<file path="config.mk">
export PLATFORM = sky130hd
export DESIGN_NAME = grey_counter
export DESIGN_NICKNAME = d
export VERILOG_FILES = /design/src/rtl/binary_to_grey.sv /design/src/rtl/grey_counter.sv
export SDC_FILE = /design/constraint.sdc
export NUM_CORES = 1
export LEC_CHECK = 0
export ABC_AREA = 1
export CAP_MARGIN = 10
export CORE_AREA = 2 2 41 43
export CTS_CLUSTER_DIAMETER = 30
export DETAILED_ROUTE_END_ITERATION = 6
export DIE_AREA = 0 0 43 45
export PLACE_DENSITY = 0.69
export REMOVE_ABC_BUFFERS = 1
export SETUP_SLACK_MARGIN = 0.4
export SYNTH_ARGS = -nofsm -noshare
export SYNTH_HDL_FRONTEND = slang
export SYNTH_SLANG_ARGS = --single-unit
</file>
<file path="constraint.sdc">
create_clock -name clock -period 3.2 [get_ports clock]
set_input_delay 0.48 -clock clock [delete_from_list [all_inputs] [get_ports clock]]
set_output_delay 0.48 -clock clock [all_outputs]
set_load 0.02 [all_outputs]
</file>
<file path="src/rtl/binary_to_grey.sv">
// Combinational binary-to-Grey encoder; each Grey bit is the XOR of a binary bit
// and its more significant neighbour.
module binary_to_grey #(
    parameter int WIDTH = 4
) (
    input  logic [WIDTH-1:0] binary,
    output logic [WIDTH-1:0] grey
);

    assign grey = binary ^ (binary >> 1);

endmodule

</file>
<file path="src/rtl/grey_counter.sv">
// Up/down modular counter with a registered binary count, a registered Grey copy
// and a one-cycle wrap pulse.
module grey_counter #(
    parameter int WIDTH       = 4,
    parameter int RESET_VALUE = 0
) (
    input  logic             clock,
    input  logic             resetn,
    input  logic             clear,
    input  logic             load,
    input  logic [WIDTH-1:0] load_value,
    input  logic             increment,
    input  logic             decrement,
    output logic [WIDTH-1:0] binary,
    output logic [WIDTH-1:0] grey,
    output logic             wrap
);

    localparam logic [WIDTH-1:0] RESET_BIN  = WIDTH'(RESET_VALUE);
    localparam logic [WIDTH-1:0] RESET_GREY = RESET_BIN ^ (RESET_BIN >> 1);
    localparam logic [WIDTH-1:0] MAX_BIN    = '1;

    logic [WIDTH-1:0] binary_reg;
    logic [WIDTH-1:0] binary_next;
    logic [WIDTH-1:0] grey_reg;
    logic [WIDTH-1:0] grey_next;
    logic             wrap_reg;
    logic             wrap_next;

    // Opposing increment and decrement cancel and fall through to hold.
    always_comb begin
        binary_next = binary_reg;
        wrap_next   = 1'b0;
        if (clear) begin
            binary_next = RESET_BIN;
        end else if (load) begin
            binary_next = load_value;
        end else if (increment && !decrement) begin
            binary_next = binary_reg + WIDTH'(1);
            wrap_next   = (binary_reg == MAX_BIN);
        end else if (decrement && !increment) begin
            binary_next = binary_reg - WIDTH'(1);
            wrap_next   = (binary_reg == '0);
        end
    end

    // Encoding the next value keeps the grey port a bare flop output.
    binary_to_grey #(
        .WIDTH (WIDTH)
    ) u_binary_to_grey (
        .binary (binary_next),
        .grey   (grey_next)
    );

    always_ff @(posedge clock or negedge resetn) begin
        if (!resetn) begin
            binary_reg <= RESET_BIN;
            grey_reg   <= RESET_GREY;
            wrap_reg   <= 1'b0;
        end else begin
            binary_reg <= binary_next;
            grey_reg   <= grey_next;
            wrap_reg   <= wrap_next;
        end
    end

    assign binary = binary_reg;
    assign grey   = grey_reg;
    assign wrap   = wrap_reg;

endmodule

</file>
==> summary.md <==
| Metric | Value |
|---|---|
| Status | finished, final reports clean |
| Initial antenna violation count | 0 |
| # hold bufs at CTS | 0 |
| Slew margin rel. | 0.739 |
| Critical path buffers and inverters | 1 |
| Antenna diodes | 0 |
| Routed length per instance | 11.3 um |
| Vias/cell | 4.87 |
| Depth of the CTS H-tree | 1 |
| PD cells | 388 nW/um^2 |
| Drt first pass iters | 4 |
| WHS | 499 ps |
| Main flop type after synthesis | dfrtp_1 |
| Startpoint type of the worst setup path | flop |
| Max reg flops | 4 |
| Post-CTS Setup Inserts | 0 |
| IO Pins | 19 |
| Max clock buf depth | 2 |
| NumNets Final | 114 |
| Largest net degree at the start of global routing | 10 |
| CP peak stage delay | 630 ps |
| Die area | 1940 sq um |
| Endpoints failing hold | 0 |
| DRC | 0 |
| Final Max Tran Viols | 0 |
| Total of max-cap violations | 0 |
| Critical path's slowest cell | clkdlybuf4s50_1 |
| CP Capture Type | output pin |
| Hpwl dp | 1050 um |
| Fin crit share | 0.563 |
| Leading cell type in the layout, fill and taps excluded | nand2_1 |
| Vias in the first global route | 547 |
| First-pass GRT wire length | 2210 um |
| Clk_lat worst skew | 260 ps |
| Tmin final | 1800 ps |
| Routability cong. | 0.778 |
| Crit path max fanout | 5 |
| Antenna-violating nets left | 0 |
| Hold Path Class | in2async |
| Setup TNS | 0 ps |
| Worst Clk Skew | 14.7 ps |
| Synth warnings | 0 |
| Cells after Synth | 79 |
| Initial Util | 0.387 |
| IO buf count | 18 |
| Core box area | 1470 sq um |
| Register area share after synthesis | 0.352 |
| Slew at the pin closest to its max-slew limit | 390 ps |
| Vias post-DR | 560 |
| Post-synth EDFFs | 0 |
| Mapped Avg Cell Area | 7.21 sq um |
| Final setup violation count | 0 |
| PnR Total Power | 305 uW |
| CTS tree | yes |
| Share of post-route cells with drive strength above 1 | 0.172 |
| Root buf cell | clkbuf_4 |
| Final core occ | 0.533 |
| Clock slew at reported path FFs | 70 ps |
| CP top delay family | buffers and inverters |
| Iter 0 DRT Violations | 9 |
| CP Cell Sequence | clkdlybuf4s50_1 |
| Global-route usage over all layers | 0.155 |
| Layout area overhead | 37.8% |
| Post-Route WL | 1300 um |
| Synth unique cells | 17 |
| DIE HEIGHT | 45 um |
| Placement Cell Area | 762 sq um |
| Cell Rows | 14 |
| Fmax achieved | 555 MHz |
| Yosys reg bits | 8 |
| Die width | 43 um |
| Num CTS Buffers | 3 |
| CTS sink cnt | 8 |
| Critical setup path kind | reg2out |
| # resized after CTS | 0 |
| Most frequent cells in the layout | nand2_1, clkdlybuf4s50_1, inv_1 |
| CP Data Required Time | 2720 ps |
| Final instance area | 785 sq um |
| Pleak | 0.000392 uW |
| Grt ovf | 0 |
| Mapped Area | 569 sq um |
| RSZ-0062 raised after global routing | false |
| Async SR Flop Fraction | 1.00 |
| Fill cell count | 150 |
| Max IR drop VDD | 0.255 mV |
| Crit path DAT | 1320 ps |
logic make-up (layout without fill, tap and decap cells):
group	Yosys count	in the layout	synth area share
XOR/XNOR	1	1	0.0154
AO/OA/AOI/OAI	3	3	0.0374
adder cells (fa/ha/maj)	3	3	0.0659
buffers and inverters	15	35	0.105
flip-flops	8	8	0.352
AND/OR/NAND/NOR	49	49	0.424
synth_stat cells (2+ instances only):
master / number / area [sq um]
ha_1: 3 / 37.5
nand2_1: 19 / 71.3
nor2_1: 8 / 30.0
nand3_2: 4 / 40.0
nor2_2: 3 / 18.8
nand4_1: 2 / 12.5
inv_2: 3 / 11.3
inv_1: 11 / 41.3
nand2_2: 2 / 12.5
dfrtp_1: 8 / 200
nand3_1: 10 / 50.1
cell type report:
class	count	area (sq um)	area share
flip-flops and latches	8	200	0.255
multi-input cells	56	309	0.394
repair buffers	18	180	0.230
inverters	14	52.6	0.0670
clock buffers	3	22.5	0.0287
well taps	16	20.0	0.0255
stage by stage:
step	setup WS, ps	std cells
after global routing	1350	115
after global placement	1370	112
after detailed placement	1360	112
after floorplan	1710	78
final	1400	115
after CTS	1390	115
power by group:
part	leakage (uW)	internal [uW]	total [uW]	switching (uW)
registers	0.000102	111	119	7.62
clock network	0.0000138	43.2	82.4	39.2
logic	0.000276	47.5	104	56.2
total	0.000392	202	305	103
per-layer routing:
| metal | vias up | share of wire | track usage |
|---|---|---|---|
| met5 | - | 0 | 0 |
| met4 | 0 | 0 | 0.0364 |
| met3 | 0 | 0.049 | 0.0600 |
| met2 | 17 | 0.52 | 0.282 |
| met1 | 253 | 0.43 | 0.173 |
| li1 | 290 | - | - |
path summary, 6_finish.rpt:
kind	cells past startpoint	slack, ps	from	to
setup / recovery	1	1400	binary[1]	binary[1]
setup reg to reg	8	1710	binary[0]	grey[1]
max in group asynchronous	1	2410	resetn	grey[2]
hold / removal	1	500	resetn	grey[0]
min in group clock	2	650	binary[2]	wrap
hold reg to reg	2	650	binary[2]	wrap
No activity file was read; power rests on OpenSTA's default activity.
